--- src/rtl/perf_stat_bank_pkg.sv ---
// Shared definitions for the performance statistics bank: FSM encoding,
// legal parameter ranges and the readout-select width helper.
package perf_stat_bank_pkg;

    localparam int MIN_CH    = 1;
    localparam int MAX_CH    = 16;
    localparam int MIN_CNT_W = 8;
    localparam int MAX_CNT_W = 32;

    typedef enum logic [1:0] {
        ST_IDLE   = 2'd0,
        ST_RUN    = 2'd1,
        ST_HALTED = 2'd2
    } state_t;

    function automatic int sel_width(input int n);
        return (n > 1) ? $clog2(n) : 1;
    endfunction

endpackage

--- src/rtl/stat_counter.sv ---
// One event counter with soft clear, sticky overflow flag and a choice of
// saturating or wrapping behaviour at all-ones.
module stat_counter #(
    parameter int CNT_W = 16,
    parameter bit SAT   = 1'b1
) (
    input  logic             clk,
    input  logic             rst_n,
    input  logic             inc,
    input  logic             clr,
    output logic [CNT_W-1:0] cnt,
    output logic             ovf
);

    localparam logic [CNT_W-1:0] ALL_ONES = '1;

    logic [CNT_W-1:0] cnt_plus1;

    assign cnt_plus1 = cnt + CNT_W'(1);

    // NOTE: registers use <= so every flop samples pre-edge values; = here would race between blocks.
    always_ff @(posedge clk) begin
        if (!rst_n) begin
            cnt <= '0;
            ovf <= 1'b0;
        end else if (clr) begin
            cnt <= '0;
            ovf <= 1'b0;
        end else if (inc) begin
            if (cnt == ALL_ONES) begin
                if (!SAT) cnt <= '0;
            end else begin
                cnt <= cnt_plus1;
                if (cnt_plus1 == ALL_ONES) ovf <= 1'b1;
            end
        end
    end

endmodule

--- src/rtl/perf_stat_bank.sv ---
// Bank of NUM_CH event counters plus a RUN-cycle counter, with a run/halt FSM,
// snapshot shadow registers and a registered shadow readout port.
module perf_stat_bank
    import perf_stat_bank_pkg::*;
#(
    parameter int  NUM_CH = 4,
    parameter int  CNT_W  = 16,
    parameter bit  SAT    = 1'b1,
    localparam int RD_W   = sel_width(NUM_CH)
) (
    input  logic              clk,
    input  logic              RST,
    input  logic              tick,
    input  logic              start,
    input  logic              halt,
    input  logic [NUM_CH-1:0] ev,
    input  logic              clr,
    input  logic              snap_req,
    input  logic [RD_W-1:0]   rd_sel,
    output logic [CNT_W-1:0]  rd_data,
    output logic [CNT_W-1:0]  cyc_cnt,
    output logic              snap_valid,
    output logic [NUM_CH:0]   ovf,
    output logic [1:0]        state
);

    if (NUM_CH < MIN_CH || NUM_CH > MAX_CH || CNT_W < MIN_CNT_W || CNT_W > MAX_CNT_W) begin : g_param_check
        $error("perf_stat_bank: NUM_CH or CNT_W outside supported range");
    end

    state_t           st;
    logic             count_en;
    logic             snap_take;
    logic [NUM_CH:0]  inc_vec;
    logic [CNT_W-1:0] live   [NUM_CH+1];
    logic [CNT_W-1:0] shadow [NUM_CH+1];
    logic [CNT_W-1:0] rd_next;

    // Index NUM_CH of live/shadow is the RUN-cycle counter.
    assign count_en  = (st == ST_RUN) && tick && !halt;
    assign inc_vec   = {count_en, ev & {NUM_CH{count_en}}};
    assign snap_take = snap_req || ((st == ST_RUN) && halt && !clr);

    for (genvar i = 0; i <= NUM_CH; i++) begin : g_cnt
        stat_counter #(
            .CNT_W (CNT_W),
            .SAT   (SAT)
        ) u_cnt (
            .clk   (clk),
            .rst_n (RST),
            .inc   (inc_vec[i]),
            .clr   (clr),
            .cnt   (live[i]),
            .ovf   (ovf[i])
        );
    end

    assign cyc_cnt = live[NUM_CH];
    assign state   = st;

    always_ff @(posedge clk) begin
        if (!RST) begin
            st <= ST_IDLE;
        end else if (clr) begin
            st <= ST_IDLE;
        end else begin
            case (st)
                ST_IDLE:   if (start) st <= ST_RUN;
                ST_RUN:    if (halt)  st <= ST_HALTED;
                ST_HALTED: if (!halt) st <= ST_RUN;
                default:   st <= ST_IDLE;
            endcase
        end
    end

    // NOTE: rd_next gets a default before the loop so no path leaves it unassigned (no latch).
    always_comb begin
        rd_next = shadow[NUM_CH];
        for (int i = 0; i < NUM_CH; i++) begin
            if (rd_sel == RD_W'(i)) rd_next = shadow[i];
        end
    end

    // NOTE: the shadow array is a handful of flops that must read zero after reset, so it is cleared explicitly.
    always_ff @(posedge clk) begin
        if (!RST) begin
            for (int i = 0; i <= NUM_CH; i++) shadow[i] <= '0;
            snap_valid <= 1'b0;
            rd_data    <= '0;
        end else begin
            if (snap_take) begin
                for (int i = 0; i <= NUM_CH; i++) shadow[i] <= live[i];
                snap_valid <= 1'b1;
            end
            rd_data <= rd_next;
        end
    end

endmodule
--- config.mk ---
export PLATFORM = sky130hd
export DESIGN_NAME = perf_stat_bank
export DESIGN_NICKNAME = d
export VERILOG_FILES = /design/src/rtl/perf_stat_bank_pkg.sv /design/src/rtl/stat_counter.sv /design/src/rtl/perf_stat_bank.sv
export SDC_FILE = /design/constraint.sdc
export NUM_CORES = 1
export LEC_CHECK = 0
export CELL_PAD_IN_SITES_DETAIL_PLACEMENT = 0
export CELL_PAD_IN_SITES_GLOBAL_PLACEMENT = 1
export CORE_UTILIZATION = 40
export CTS_CLUSTER_DIAMETER = 60
export CTS_CLUSTER_SIZE = 30
export DETAILED_ROUTE_END_ITERATION = 7
export GPL_ROUTABILITY_DRIVEN = 0
export PLACE_DENSITY = 0.74
export SLEW_MARGIN = 20
export SYNTH_ARGS = -nofsm -noshare
export SYNTH_HDL_FRONTEND = slang
export SYNTH_SLANG_ARGS = --single-unit
--- constraint.sdc ---
create_clock -name clk -period 6.9 [get_ports clk]
set_input_delay 0.69 -clock clk [delete_from_list [all_inputs] [get_ports clk]]
set_output_delay 0.69 -clock clk [all_outputs]
set_load 0.03 [all_outputs]
* Word level (Yosys, flattened, before mapping)
Memories as Yosys holds them, arrays and structs flattened.
Cells that the tools add are included.
W data, S select, Z words.
** Storage, ports and cells
- Memories :: 1
- Flip-flop bits (word level) :: 104
- RAM bits :: 80
- Bits of input ports :: 13
- Logic and storage cells :: 87
- Output and inout port bits :: 40
** Cells by class
- Equality and inequality tests :: 18
- Reduce and logical (&&, ||, !) cells :: 21
- Add/subtract/negate cells :: 5
- Bitwise operators :: 12
- Multiplexer cells :: 17
** Memories
- shadow :: depth 5, width 16, rd ports 5, clocked after memory_dff 0, write ports 5, RTL line perf_stat_bank.sv:36 : logic [CNT_W-1:0] shadow [NUM_CH+1];
** Operator list (number)
- $eq A16 B16 Y1 const B :: 10
- $mux W16 :: 9
- $add A16 B1 Y16 const B :: 5
- $reduce_and A3 Y1 :: 6
- $reduce_and A2 Y1 :: 5
- $eq A2 B2 Y1 const B :: 3
- $mux W2 :: 3
- $ne A2 B2 Y1 const B :: 3
- $not A1 Y1 :: 6
- $pmux W2 S3 :: 1
- $or A1 B1 Y1 :: 5
- $and A4 B4 Y4 :: 1
- $eq A2 B1 Y1 const B :: 2
- $logic_and A1 B1 Y1 :: 4
- $logic_not A2 Y1 :: 2
- $mux W1 :: 4
- $logic_not A1 Y1 :: 2
- $reduce_or A2 Y1 :: 1
- $logic_or A1 B1 Y1 :: 1

* Logic depth before layout (Yosys ltp)
- Depth after elaboration :: 8
- Gate-level depth with buffers :: 9
- Gate-level depth less buffers :: 7

* By module
Synthesis repeated with hierarchy kept, for this count alone.
** Unflattened totals
- Cells, all modules :: 958
- Area total of the unflattened synthesis :: 9141.3 µm²
** By module, submodules not included
- stat_counter (g_cnt[0].u_cnt ...) :: sequential area each 340.3 µm², area each 1099.8 µm², instances 4, cells an instance 130
- perf_stat_bank :: sequential area each 2302.2 µm², area each 3607.2 µm², instances 1, cells an instance 308
- stat_counter (g_cnt[4].u_cnt) :: sequential area each 340.3 µm², area each 1134.8 µm², instances 1, cells an instance 130

* Worst setup path before layout
No wires, ideal clock.
- Path type :: in2reg
- From :: input RST
- To :: memory shadow[0][0] (enable)
- Data required time :: 6.210 ns
- Arrival :: 2.182 ns
- Setup time :: 0.690 ns
- Path slack :: 4.028 ns
- Cell stages on the path :: 3
- Buffers on the path :: 2
- Cell sequence :: clkbuf_1 > clkbuf_1 > nand2_1
** RTL lines
- start: declaration :: RTL line perf_stat_bank.sv:12 : input logic RST,
- end: declaration :: RTL line perf_stat_bank.sv:36

* Worst setup path after layout
- From :: input halt
- To :: register g_cnt[4].u_cnt.cnt[15]
** Between the ends
- Longest elaborated chain between the ends :: 3
** Ends and longest elaborated chain
- start: declaration :: RTL line perf_stat_bank.sv:15 : input logic halt,
- $logic_not A1 Y1
- $logic_and A1 B1 Y1 :: RTL line perf_stat_bank.sv:40 : assign count_en = (st == ST_RUN) && tick && !halt;
- $reduce_and A2 Y1 (no source line)
- end signal: assignment :: RTL line stat_counter.sv:33 : cnt <= cnt_plus1;
- end: declaration :: RTL line stat_counter.sv:11 : output logic [CNT_W-1:0] cnt,
Every way passes these cells.
A chain may end at the register's enable or synchronous reset.

==> reports/metrics.sh <==
DETAILED_PLACE_HPWL_MICRONS=12090
SYNTH-ASYNC-RESET-RATIO_PCT=0
SYNTH.AVG_CELL_AREA_SQ_UM=9.955
GRT_FIRST_PASS_WIRELENGTH_MICRONS=28520
SYNTHMOSTINSTANTIATEDCELL='dfxtp_1'
FIN_WORST_HOLD_SLACK_NS=0.4633
SYNTH.CELL_AREA_SQ_UM=8054
SYNTH_EDF_COUNT=64
GROUTE.LAYER.MET1.USAGE_PCT=26.18
ANTENNA_FOUND_INITIAL=0
TIMING_MAX_TRANSITION_VIOLATIONS_FINAL=0
WORSTSETUPPATHTYPE='input pin to flop'
GRT_PASS1_VIAS=5209
MIN_PERIOD_OVER_PERIOD_PCT=42.40
GRT_UTIL_MET2_PCT=27.84
FIRST_ITER_VIOLATIONS=380
WORST_CLOCK_SKEW_NS=0.009690
SHARE_OF_CELLS_ABOVE_DRIVE_STRENGTH_1_PCT=7.747
DESIGN.FINAL.NETS=849
VIAS=5657
TIMING.FINAL.SETUP_VIOLATIONS=0
YS_WARN_COUNT=0
WORST_PIN_SLEW_NS=1.003
HP-START='g_cnt[1].u_cnt.ovf'
COMBINATIONALPOWERSHARE_PCT=4.1
YS_DOMINANT_REG_CELL='dfxtp_1'
POST-ROUTE-UTIL_PCT=47.26
WORST_IR_DROP_VDD_uV=170.1
CLOCK_SINKS=168
INTERNAL_PWR_TOTAL_mW=1.599
FMAX_MHz=341.8
GLOBALROUTETOTALUTIL_PCT=18.22
PLACEMENT_ROWS=51
FINAL-INSTANCE-COUNT-EXCL-FILL=1104
CLOCK_TREE.BUFFER_DEPTH=2
FF2FF_PATH_DEPTH=7
FIN_TOTAL_PWR_mW=2.077
BOUNDARYPINS=53
HTREEDEPTH=4
DRV_CAP=0
WORST_EP_REQUIRED_TIME_NS=7.26
INITIAL_UTILIZATION_PCT=41.11
SYNTHESIZED_INSTANCE_COUNT=809
TIMING.MAX_SLEW.REL_SLACK_PCT=33.14
POWER_PER_CELL_AREA_nW_PER_UM2=224.3
CRIT_PATH_MAX_FANOUT=16
DRT_FIRST_PASS_ITERS=4
POST-CTS-SETUP-BUFFERS=0
PLACE_WS_NS=3.496
CTS.REPORTEDPATHS.CLKPINSLEW_NS=0.07
POWER_FRAC_CLOCK_PCT=44.9
CLOCK_TREE.ROOT_CELL='clkbuf_16'
INSERTION_DELAY_NS=0.43
WORST_HOLD_PATH.NUM_CELLS=2
NUMPORTBUFFERS=52
DIE_W_MICRONS=143.9
REGTOREGSETUPSLACK_NS=4.28
POSTROUTEWIRELENGTH_MICRONS=17740
CELL_LEAKAGE_POWER_nW=3.053
SYNTH_CELL_TYPES=55
DIE_H_MICRONS=143.9
DRCVIOLATIONCOUNT=0
POST_CTS.RESIZED_INSTANCES=0
WORST-ENDPOINT-ARRIVAL_NS=3.29
SYNTH_LARGEST_AREA_CELL='dfxtp_1'
MAXIMUM_NUMBER_OF_PINS_ON_ONE_NET_BEFORE_GLOBAL_ROUTE_REPAIR=81
CTSHOLDBUFFERS=0
GRT_REMAINING_OVERFLOW=0
VIA_PER_INST=5.124
WHS_ENDPOINT='g_cnt[1].u_cnt.ovf'
CORE_SQ_UM=19590
DIODE_COUNT=0
CP-END-KIND='flop'
SYNTH_NETS=832
STDCELL_AREA_SQ_UM=9259
GRT_SETUP_UNREPAIRED='false'
DRT-WIRELENGTH-PER-CELL_MICRONS=16.07
CTS_TREE='done'
FINAL_CRITICAL_PATH_SETUP_SLACK_NS=3.974
WORST_R2R_ENDPOINT='g_cnt[4].u_cnt.cnt[8]'
DRTANTENNAVIOLNETS=0
AREA_OF_THE_DIE_SQ_UM=20710
HOLDCRITPATHCLASS='flop to flop'
RUN_STATUS='completed'
GROUTE.LAYER.MET3.USAGE_PCT=3.399
PLACED_CELL_AREA_SQ_UM=8688
STARTPOINT_TYPE='input pin'
P_SW_mW=0.4778
RR_STARTPOINT='g_cnt[4].u_cnt.cnt[0]'
SEQ_AREA_FRAC_SYNTH_PCT=49.71
SWITCHING_SHARE_PCT=23.01
HOLD_VIOLATIONS=0
TOTALNEGATIVESETUPSLACK_NS=0
FILL_CELLS=1854
YOSYS-TOP-CELLS-AREA='dfxtp_1 26%, edfxtp_1 24%, and2_1 6.7%, xor2_1 5.8%, mux4_2 4.5%'
GLOBALROUTE.BUSIESTLAYER='met2'
NUMBER_OF_SYNTHESIZED_REGISTER_BITS=168
POWER_FRAC_SEQ_PCT=51.0
FINAL_PERIOD_MINUS_WORST_SETUP_SLACK_NS=2.926
SYNTHDOMINANTCELLAREASHARE_PCT=25.85
SYNTH_COMMON_CELLS='104 x dfxtp_1, 90 x nor2_1, 86 x and2_1'
LAYOUT-AREA-OVERHEAD-VS-SYNTH_PCT=14.96
NUMPLACEDINSTANCES=1072
CTS-BUFFERS-INSERTED=17
area by class of cell:
class                   instances  area (sq um)  area share, %
flip-flops and latches        168          4004          43.24
clock buffers                  18         439.2          4.743
repair buffers                 57         553.0          5.973
well taps                     265         331.6          3.581
multi-input cells             563          3724          40.22
clock inverters                14         136.4          1.473
inverters                      19         71.32         0.7703
power by group through the flow:
| stage | Sequential [mW] | Combinational (mW) | Clock, mW |
|---|---|---|---|
| floorplan | 1.09 | 0.0436 | 0 |
| finish | 1.06 | 0.0848 | 0.933 |
| global placement | 1.08 | 0.0858 | 0 |
| detailed placement | 1.08 | 0.0860 | 0 |
| CTS | 1.06 | 0.0863 | 0.954 |
| global route | 1.06 | 0.0921 | 0.993 |
layer usage:
| metal | share of wire (%) | up-vias | routed length (microns) |
|---|---|---|---|
| li1 | - | 2874 | - |
| met1 | 50 | 2678 | 8936 |
| met2 | 46 | 93 | 8149 |
| met3 | 2.6 | 12 | 464 |
| met4 | 1.0 | 0 | 186 |
| met5 | 0 | - | 0 |
cells in the final DEF, fill, tap and decap left out, types with 32 or more instances in the layout:
master           count
edfxtp_1            64
nand2_1             52
dfxtp_1            104
xnor2_1             32
nor2_1              90
and2_1              86
xor2_1              53
clkdlybuf4s50_1     51
nand3_1             38
nand4_1             37
logic make-up (layout without fill, tap and decap cells):
kind of cell	Yosys count	in the layout	synth area share, %
AOI/OAI and AO/OA	70	70	5.624
buffers and inverters	78	108	4.148
DFF	168	168	49.71
and+or+nand+nor	380	380	25.00
muxes	18	18	4.723
xor gates and xnor gates	85	85	9.244
adders and majority gates	10	10	1.554
critical path: stages:
cell,delay (ns)
clkdlybuf4s50_1,0.46
and4bb_1,0.71
a21boi_2,0.70
nand3_1,0.23
or3_1,0.36
a21oi_1,0.13
flip-flops by register name, indices dropped and copies added, names as in the netlist:
name and count:
g_cnt.u_cnt.cnt 80, shadow 64, rd_data 16, g_cnt.u_cnt.ovf 5, state 2, snap_valid 1
worst max path at each step:
| stage | from | end | slack (ns) | cells after the start |
|---|---|---|---|---|
| floorplan | RST | shadow[0][0] | 4.03 | 3 |
| global placement | halt | g_cnt[2].u_cnt.cnt[14] | 3.56 | 7 |
| detailed placement | halt | g_cnt[2].u_cnt.cnt[4] | 3.50 | 7 |
| CTS | halt | g_cnt[2].u_cnt.cnt[4] | 3.95 | 7 |
| global route | halt | g_cnt[1].u_cnt.cnt[13] | 3.66 | 7 |
| finish | halt | g_cnt[4].u_cnt.cnt[15] | 3.97 | 6 |
No activity file was read; power rests on OpenSTA's default activity.
==> RTL edit: new RTL, same settings <==
`CNT_W` is set to 16 in 2 places; all go to 14.
--- a/src/rtl/stat_counter.sv
+++ b/src/rtl/stat_counter.sv
@@ -2,5 +2,5 @@
 // saturating or wrapping behaviour at all-ones.
 module stat_counter #(
-    parameter int CNT_W = 16,
+    parameter int CNT_W = 14,
     parameter bit SAT   = 1'b1
 ) (
--- a/src/rtl/perf_stat_bank.sv
+++ b/src/rtl/perf_stat_bank.sv
@@ -5,5 +5,5 @@
 #(
     parameter int  NUM_CH = 4,
-    parameter int  CNT_W  = 16,
+    parameter int  CNT_W  = 14,
     parameter bit  SAT    = 1'b1,
     localparam int RD_W   = sel_width(NUM_CH)
Ports: changed (resized cyc_cnt and rd_data); port bits go from 53 to 49. No check against the original RTL was run, so the function may have changed too.
==> RTL edit against the unedited design <==
Critical path depth stayed put. Core utilization increased by 0.053 points. Sequential cell count is 20 lower. Power is 6.2% lower. Routed wire length decreased by 5.6%. First-iteration DRC count is 13% higher. Design area is 8.5% lower. Worst setup slack worse by 0.14 ns. Die area decreased by 9.2%. Clock power about the same. Area after synthesis is 9.3% lower. Hold slack improved by 0.011 ns. Critical path type unchanged. Largest cell class unchanged. Largest power group is now clock. Highest routed layer unchanged.
==> RTL edit: results (changes against the unedited design) <==
INFO  metric outcome = finished clean (unchanged)
INFO  metric routed_wl = 16700 µm (was 17700 µm)
INFO  metric cp_slowest_cell = clkdlybuf4s50_1 (was and4bb_1)
INFO  metric synth_seq_area_share = 48.2% (was 49.7%)
INFO  metric met2WireLength = 7830 µm (was 8150 µm)
INFO  metric r2r_cells = 5 (was 7)
INFO  metric crit_arrival = 3.41 ns (was 3.29 ns)
INFO  metric critPathMaxStageDelay = 0.88 ns (was 0.71 ns)
INFO  metric ir_worst_vdd = 0.000206 V (was 0.000170 V)
INFO  metric netSwitchingPower = 408 µW (was 478 µW)
INFO  metric placed_area = 7860 µm² (was 8690 µm²)
INFO  metric sum_of_routed_wire_segments_on_met1 = 7800 µm (was 8940 µm)
INFO  metric crit_path_end = g_cnt[1].u_cnt.ovf (was g_cnt[4].u_cnt.cnt[15])
INFO  metric synth.top_cells.by_area = dfxtp_1, edfxtp_1, and2_1, xnor2_1, mux4_2 (was dfxtp_1, edfxtp_1, and2_1, xor2_1, mux4_2)
INFO  metric p_leak = 0.00267 µW (was 0.00305 µW)
INFO  metric grt.total_usage = 19.1% (was 18.2%)
INFO  metric met3_wirelength = 815 µm (was 464 µm)
INFO  metric worstReg2RegEnd = g_cnt[4].u_cnt.ovf (was g_cnt[4].u_cnt.cnt[8])
INFO  metric hold_start = g_cnt[4].u_cnt.ovf (was g_cnt[1].u_cnt.ovf)
INFO  metric clockNetworkPower = 936 µW (was 933 µW)
INFO  metric period_needed = 3.06 ns (was 2.93 ns)
INFO  metric timing.critical_path.from = RST (was halt)
INFO  metric layout_top_registers = g_cnt.u_cnt.cnt x70, shadow x56, rd_data x14 (was g_cnt.u_cnt.cnt x80, shadow x64, rd_data x16)
INFO  metric layout-drive-gt1-share = 8.89% (was 7.75%)
INFO  metric fin_nets = 764 (was 849)
INFO  metric grt_max_degree = 57 (was 81)
INFO  metric fin_worst_hold_slack = 0.475 ns (was 0.463 ns)
INFO  metric synth_edf_count = 56 (was 64)
INFO  metric placed_cells = 951 (was 1072)
INFO  metric postSynthNetCount = 745 (was 832)
INFO  metric grt.met3_usage = 4.04% (was 3.40%)
INFO  metric finalClockSkew = 0.00841 ns (was 0.00969 ns)
INFO  metric reg2reg_setup_slack = 4.51 ns (was 4.28 ns)
INFO  metric pwr_per_cell_area = 230 nW/µm² (was 224 nW/µm²)
INFO  metric first_global_vias = 5256 (was 5209)
INFO  metric syn-instance-count = 722 (was 809)
INFO  metric buffer_ports.inserted = 48 (was 52)
INFO  metric number_of_non_filler_instances_in_the_completed_layout = 983 (was 1104)
INFO  metric combinational_share_of_power = 3.9% (was 4.1%)
INFO  metric synthTopCellsByCount = dfxtp_1, nor2_1, and2_1 (unchanged)
INFO  metric global_route.usage.met1 = 25.4% (was 26.2%)
INFO  metric fillers = 1662 (was 1854)
INFO  metric detailedPlacementHpwl = 11500 µm (was 12100 µm)
INFO  metric r2r-start = state[1] (was g_cnt[4].u_cnt.cnt[0])
## RTL edit: cell count changes after synthesis, sizes merged, moves of 8 or more
cell	delta
xor2	-37
clkbuf	-15
nor4	+14
buf	+8
edfxtp	-8
nand4	-10
nand2	-14
and2	-14
dfxtp	-12
nor2	-15
xnor2	+14
nand3	-11
## RTL edit: cells by family after synthesis
family	count (synthesis)	share of synthesized area, %
adders and majority gates	10	1.71
muxes	17	4.73
DFF	148	48.2
buffers and inverters	71	4.37
and+or+nand+nor	339	26.6
AOI/OAI and AO/OA	75	6.89
xor gates and xnor gates	62	7.44
## RTL edit: cell type report
| class | count | area [µm²] | share of cell area [%] |
|---|---|---|---|
| clock buffers | 24 | 504 | 5.95 |
| clock inverters | 8 | 97.6 | 1.15 |
| inverters | 19 | 71.3 | 0.842 |
| multi-input cells | 503 | 3480 | 41.0 |
| flip-flops and latches | 148 | 3520 | 41.6 |
| well taps | 229 | 287 | 3.38 |
| repair buffers | 52 | 510 | 6.03 |
